===== config.mk =====
export PLATFORM = sky130hd
export DESIGN_NAME = seq_det_ctrl
export DESIGN_NICKNAME = d
export VERILOG_FILES = /design/src/rtl/seq_det_ctrl.sv
export SDC_FILE = /design/constraint.sdc
export NUM_CORES = 1
export LEC_CHECK = 0
export CELL_PAD_IN_SITES_DETAIL_PLACEMENT = 1
export CELL_PAD_IN_SITES_GLOBAL_PLACEMENT = 1
export CORE_ASPECT_RATIO = 1.25
export CORE_MARGIN = 8
export CORE_UTILIZATION = 37
export DETAILED_ROUTE_END_ITERATION = 8
export PLACE_DENSITY = 0.87
export RECOVER_POWER = 100
export SYNTH_ARGS = -nofsm -noshare
export SYNTH_HDL_FRONTEND = slang
export SYNTH_SLANG_ARGS = --single-unit

===== constraint.sdc =====
create_clock -name clk -period 2.5 [get_ports clk]
set_clock_uncertainty 0.1 [all_clocks]
set_input_delay 0.5 -clock clk [delete_from_list [all_inputs] [get_ports clk]]
set_output_delay 0.5 -clock clk [all_outputs]
set_load 0.03 [all_outputs]

===== src/rtl/seq_det_ctrl.sv =====
// Configurable serial pattern detector (1..8 bits, MSB received first) with arm/disarm control.
// Define SEQ_DET_CTRL_NONOVERLAP_EN to stop the bits of a reported match from being reused.
module seq_det_ctrl (
  input  logic       clk,
  input  logic       reset,
  input  logic       in,
  input  logic       in_valid,
  input  logic       cfg_valid,
  input  logic [7:0] cfg_pattern,
  input  logic [2:0] cfg_len,
  output logic       cfg_ready,
  input  logic       arm,
  input  logic       disarm,
  output logic       out,
  output logic       busy,
  output logic [7:0] match_count
);

  localparam int unsigned DATA_W = 8;
  localparam int unsigned FILL_W = 4;
  localparam int unsigned LEN_W  = 3;

  typedef enum logic {IDLE = 1'b0, ARMED = 1'b1} state_t;

  state_t              state, state_next;
  logic [DATA_W-1:0]   shift_q, pattern_q, shift_new, mask;
  logic [FILL_W-1:0]   fill_q, fill_new, len_full;
  logic [LEN_W-1:0]    len_q;
  logic                sample, hit, match;

  // State register
  always_ff @(posedge clk or posedge reset) begin
    if (reset) state <= IDLE;
    else       state <= state_next;
  end

  // Next-state logic; disarm has priority over arm
  always_comb begin
    state_next = state;
    if (state == IDLE) begin
      if (arm && !disarm) state_next = ARMED;
    end else begin
      if (disarm) state_next = IDLE;
    end
  end

  // State-decoded outputs
  always_comb begin
    cfg_ready = 1'b0;
    busy      = 1'b0;
    if (state == IDLE) cfg_ready = 1'b1;
    else               busy      = 1'b1;
  end

  // Match evaluation includes the bit being sampled on this edge
  always_comb begin
    shift_new = {shift_q[DATA_W-2:0], in};
    fill_new  = (fill_q == FILL_W'(DATA_W)) ? fill_q : fill_q + FILL_W'(1);
    len_full  = FILL_W'(len_q) + FILL_W'(1);
    mask      = 8'hFF >> (LEN_W'(DATA_W - 1) - len_q);
    sample    = (state == ARMED) && in_valid && !disarm;
    hit       = (fill_new >= len_full) && ((shift_new & mask) == (pattern_q & mask));
    match     = sample && hit;
  end

  // Datapath: configuration latch, shift register, fill counter, match pulse and count
  always_ff @(posedge clk or posedge reset) begin
    if (reset) begin
      out         <= 1'b0;
      match_count <= 8'd0;
      shift_q     <= 8'd0;
      fill_q      <= 4'd0;
      pattern_q   <= 8'h0B;
      len_q       <= 3'd3;
    end else begin
      out <= match;
      if (state == IDLE) begin
        if (cfg_valid) begin
          pattern_q <= cfg_pattern;
          len_q     <= cfg_len;
        end
        if (arm && !disarm) begin
          shift_q     <= 8'd0;
          fill_q      <= 4'd0;
          match_count <= 8'd0;
        end
      end else if (sample) begin
        shift_q <= shift_new;
`ifdef SEQ_DET_CTRL_NONOVERLAP_EN
        fill_q  <= match ? 4'd0 : fill_new;
`else
        fill_q  <= fill_new;
`endif
        if (match && (match_count != 8'hFF)) match_count <= match_count + 8'd1;
      end
    end
  end

endmodule


* Word level (Yosys, flattened, before mapping)
Cells that the tools add are included.
** Operators by class
- $add $sub $neg :: 4
- Magnitude comparators :: 1
- Eq/ne operators :: 5
- Shifts and indexed selects :: 1
- Mux-type cells :: 15
- Bitwise gates (word level) :: 3
- Reduce and logical (&&, ||, !) cells :: 11
** Operator list (count)
- $mux 8 :: 4
- $and 8x8->8 :: 2
- $mux 4 :: 4
- $mux 7 :: 2
- $add 8x1->8 const B :: 1
- $eq 8x8->1 :: 1
- $ne 8x8->1 const B :: 1
- $shr 8x3->8 const A :: 1
- $logic_and 1x1->1 :: 6
- $mux 1 :: 5
- $add 3x1->4 const B :: 1
- $add 4x1->4 const B :: 1
- $eq 4x4->1 const B :: 1
- $ge 4x4->1 :: 1
- $ne 2x1->1 const B :: 2
- $reduce_and 2->1 :: 2
- $reduce_and 3->1 :: 1
- $sub 3x3->3 const A :: 1
- $reduce_bool 2->1 :: 1
- $logic_not 1->1 :: 1
- $not 1->1 :: 1
** Word-level totals
- Register bits after elaboration :: 32
- Logic and storage cells :: 47

* Depth between registers and ports, before layout
- Depth in word-level cells :: 10
- Gate-level depth with buffers :: 13
- Depth with buffers taken out :: 12

* Least setup slack after synthesis
Ideal clock, no wire load.
- Kind :: register to register
- From :: register len_q[1]
- To :: register match_count[6]
- Arrival :: 2.463 ns
- Data required time :: 2.323 ns
- Slack :: -0.141 ns
- Stages on the path, launching flop included :: 13
- Buffers on the path :: 1
- Path through :: dfstp_2 > ha_1 > inv_1 > ha_1 > inv_1 > ha_1 > o21a_1 > nor2_1 > nor4_2 > nand2_2 > buf_6 > or3_1 > a21oi_1
** Between the ends
- Longest elaborated chain between the ends :: 9
** RTL lines
- start: declaration :: RTL line 28 : logic [LEN_W-1:0] len_q;
- start signal: assignment :: RTL line 80 : len_q <= cfg_len;
- $sub 3x3->3 :: RTL line 60 : mask = 8'hFF >> (LEN_W'(DATA_W - 1) - len_q);
- $shr 8x3->8 :: RTL line 60
- $and 8x8->8 :: RTL line 62 : hit = (fill_new >= len_full) && ((shift_new & mask) == (pattern_q & mask));
- $eq 8x8->1 :: RTL line 62
- $logic_and 1x1->1 (*) :: RTL line 62
- $logic_and 1x1->1 (*) :: RTL line 63 : match = sample && hit;
- $logic_and 1x1->1 (*) :: RTL line 94 : if (match && (match_count != 8'hFF)) match_count <= match_count + 8'd1;
- $ne 2x1->1 (no line) (*)
- $reduce_and 3->1 (no line) (*)
- end signal: assignment :: RTL line 94
- end: declaration :: RTL line 16 : output logic [7:0] match_count
Every way passes the cells marked *; elsewhere a longest branch is shown, timed or not.
A chain may end at the register's enable or synchronous reset.

* Worst setup path in the final report
- From :: register len_q[0]
- To :: register match_count[5]
Same word-level chain as after synthesis.

==> summary.md <==
| Metric | Value |
|---|---|
| Status | complete, but fails checks |
| Failing checks | setup timing |
| Critical path arrival | 2830 ps |
| N_diodes | 0 |
| WL met3 | 220 µm |
| First-pass GRT wire length | 7840 µm |
| Number of placed cells counting well taps | 245 |
| Routability Congestion | 0.828 |
| H-tree Lvls | 2 |
| Clock power share | 33.0% |
| Drt drc | 0 |
| Unrepaired setup endpoints after global routing | yes |
| Synth warnings | 0 |
| CTS tree | built |
| Most used cell, CP | ha_4 |
| Vias | 1396 |
| Root Buffer | clkbuf_8 |
| Top Metal Used | met4 |
| Post-synthesis cell area | 1680 µm² |
| Dpl hpwl | 3150 µm |
| CP Capture Type | register |
| Dpl cell area | 2100 µm² |
| Max Clk Rate | 371 MHz |
| Clk pin slew, worst setup/hold paths | 70 ps |
| Final ANT Viol Nets | 0 |
| Sink Count | 32 |
| Pre-Repair DR Iteration Count | 4 |
| Maxcap violations | 0 |
| Routed length per instance | 18.2 µm |
| Worst path max stage delay | 570 ps |
| Vias in the first global route | 1602 |
| Number of synthesized register bits | 32 |
| WHS Path Cells | 1 |
| P&R area growth vs syn | 42.3% |
| Worst slack at placement | -332 ps |
| Mapped Cells | 153 |
| Vias/cell | 5.37 |
| Worst hold path endpoint | pattern_q[2] |
| Sw frac | 28.2% |
| Die area | 6960 µm² |
| Setup ws final | -195 ps |
| Initial core utilization | 38.2% |
| Synth cell types | 35 |
| Critical path type | register to register |
| Sequential share of power | 40.0% |
| DRT met1 WL | 1690 µm |
| R2R Setup Slk | -200 ps |
| Clock Tree Buf Depth | 2 |
| Hold Crit Start | pattern_q[2] |
| IO Pins | 29 |
| GRT overflow | 0 |
| Gr usage total | 14.3% |
| Core area | 4390 µm² |
| Commonest cells after routing, fill and taps aside | dfrtp_1 (27), dlygate4sd3_1 (14), clkdlybuf4s50_1 (14), buf_4 (14), inv_1 (10) |
| Die H | 91.3 µm |
| Final nets | 230 |
| Worst-margin pin slew | 801 ps |
| Maximum number of pins on one net before global-route repair | 33 |
| Worst-Skew Late Latency | 290 ps |
| Most common cell after layout, fill and taps aside | dfrtp_1 |
| PortBufs | 28 |
| WP data required | 2630 ps |
| Crit path time final | 2700 ps |
| 1st-iter DRT viols | 48 |
| Fin area | 2390 µm² |
| Slew headroom | 46.4% |
| Max stage delay cell, worst path | dfstp_2 |
| Final setup fails | 7 |
| Synthesized area per cell | 11.0 µm² |
| Startpoint type of the worst setup path | register |
| Hold Path Class | register to register |
| P_int | 1.07 mW |
| Share of cells above drive strength 1 | 30.7% |
| Fin. Hold Viols | 0 |
| Critical path, cell by cell | ha_4, inv_2, ha_4, inv_2, ha_4, o21a_1, nor2_2, nor4_4, nand2_2, or4_1, a21oi_2 |
| Final period utilization | 108% |
| Reg-to-reg endpoint | match_count[5] |
| Antenna violations before repair | 0 |
| Static leakage | 1.06 nW |
| Crit path launch | len_q[0] |
| R2R Path Start | len_q[0] |
| Rows | 27 |
| Final Slew Violations | 0 |
| Drt total wl | 4730 µm |
| Max VDD drop | 0.295 mV |
| Power Density | 625 nW/µm² |
| R2R depth | 11 |
| Sw Pwr | 421 µW |
| Register area share after synthesis | 48.1% |
| Met2 routed WL | 2640 µm |
| Comb power frac | 27.0% |
| Non-Filler Instances | 260 |
| CP max FO | 7 |
| Syn_nets | 182 |
| CTS Buf Count | 5 |
| Chip width | 76.2 µm |
## worst max path at each step
stage	end	slack, ps	cells past startpoint
2_1_floorplan	match_count[6]	-50	12
3_3_place_gp	match_count[5]	-160	11
3_5_place_dp	match_count[5]	-330	12
4_1_cts	match_count[7]	-180	11
5_1_grt	match_count[5]	-300	11
6_report	match_count[5]	-200	11
## cells in the mapped netlist
library cell / number / area (µm²)
dfrtp_1: 27 / 676
inv_1: 13 / 48.8
ha_1: 11 / 138
nand2_1: 10 / 37.5
a22o_1: 8 / 70.1
mux2_2: 8 / 90.1
nor2_1: 7 / 26.3
xnor2_1: 7 / 61.3
nand3_1: 6 / 30.0
o21ai_0: 6 / 30.0
clkbuf_1: 5 / 18.8
dfstp_2: 5 / 131
xor2_1: 5 / 43.8
a21oi_1: 3 / 15.0
a22o_2: 3 / 30.0
and2_1: 3 / 18.8
nand4_1: 3 / 18.8
o31ai_1: 3 / 22.5
mux2i_1: 2 / 20.0
nand2b_1: 2 / 12.5
or4_1: 2 / 15.0
a2111oi_0: 1 / 8.76
a222oi_1: 1 / 10.0
and3_2: 1 / 7.51
and3b_1: 1 / 8.76
buf_6: 1 / 11.3
nand2_2: 1 / 6.26
nor2b_1: 1 / 6.26
nor4_2: 1 / 12.5
o2111a_2: 1 / 12.5
o211a_1: 1 / 10.0
o211ai_1: 1 / 7.51
o21a_1: 1 / 7.51
o32ai_1: 1 / 8.76
or3_1: 1 / 6.26
## power groups by stage
stage | combinational (mW) | clock, mW | sequential, mW
3_5_place_dp | 0.286 | 0 | 0.606
6_report | 0.402 | 0.492 | 0.597
5_1_grt | 0.432 | 0.524 | 0.603
4_1_cts | 0.382 | 0.503 | 0.598
3_3_place_gp | 0.269 | 0 | 0.603
2_1_floorplan | 0.165 | 0 | 0.605
## per-stage QoR
stage                     TNS [ps]  utilization, %  hold WS [ps]  power [mW]
after detailed placement     -2300            47.9           423       0.892
after global placement        -447            47.9           403       0.872
final                         -834            54.4           437        1.49
after floorplan              -70.3               -           387       0.770
after global routing         -1650            54.4           466        1.56
after CTS                     -746            53.6           439        1.48
## critical path: cells and delay by family (launching register included)
kind | cells | cell delay, ps
compound gates | 2 | 230
simple gates | 4 | 1010
fa+ha+maj | 3 | 640
buf+inv | 2 | 80
flops | 1 | 570
## cell families (layout without fill, tap and decap cells)
group,Yosys count,in the layout,synth area share (%)
AOI/OAI and AO/OA,30,30,13.9
xor gates and xnor gates,12,12,6.26
adders and majority gates,11,11,8.20
buffers and inverters,19,68,4.70
DFF,32,32,48.1
muxes,10,10,6.56
and+or+nand+nor,39,39,12.3
## final cells by class
type / instances / area, µm²
Fill cell: 477 / 2000
Multi-Input combinational cell: 102 / 931
Sequential cell: 32 / 807
Timing Repair Buffer: 47 / 420
Clock buffer: 6 / 72.6
Tap cell: 58 / 72.6
Inverter: 13 / 48.8
Clock inverter: 2 / 35.0
## per-layer routing
metal  vias to the layer above  track usage [%]
li1                        638                -
met1                       703             13.2
met2                        38             27.1
met3                        17             4.24
met4                         0             7.88
met5                         -                0
## timing repair
item / CTS / global route
resized for setup: 22 / 7
pin swaps: 5 / 6
hold buffers: 0 / 0
gates cloned: 0 / 0
setup endpoints to repair: 9 / 9
buffers inserted: 6 / 1
## flip-flops by register name, summed over array words and instances (netlist names)
signal / count
out: 1
match_count: 8
fill_q: 4
pattern_q: 8
len_q: 3
state: 1
shift_q: 7
Note: power is estimated with default switching activity, not from simulation.
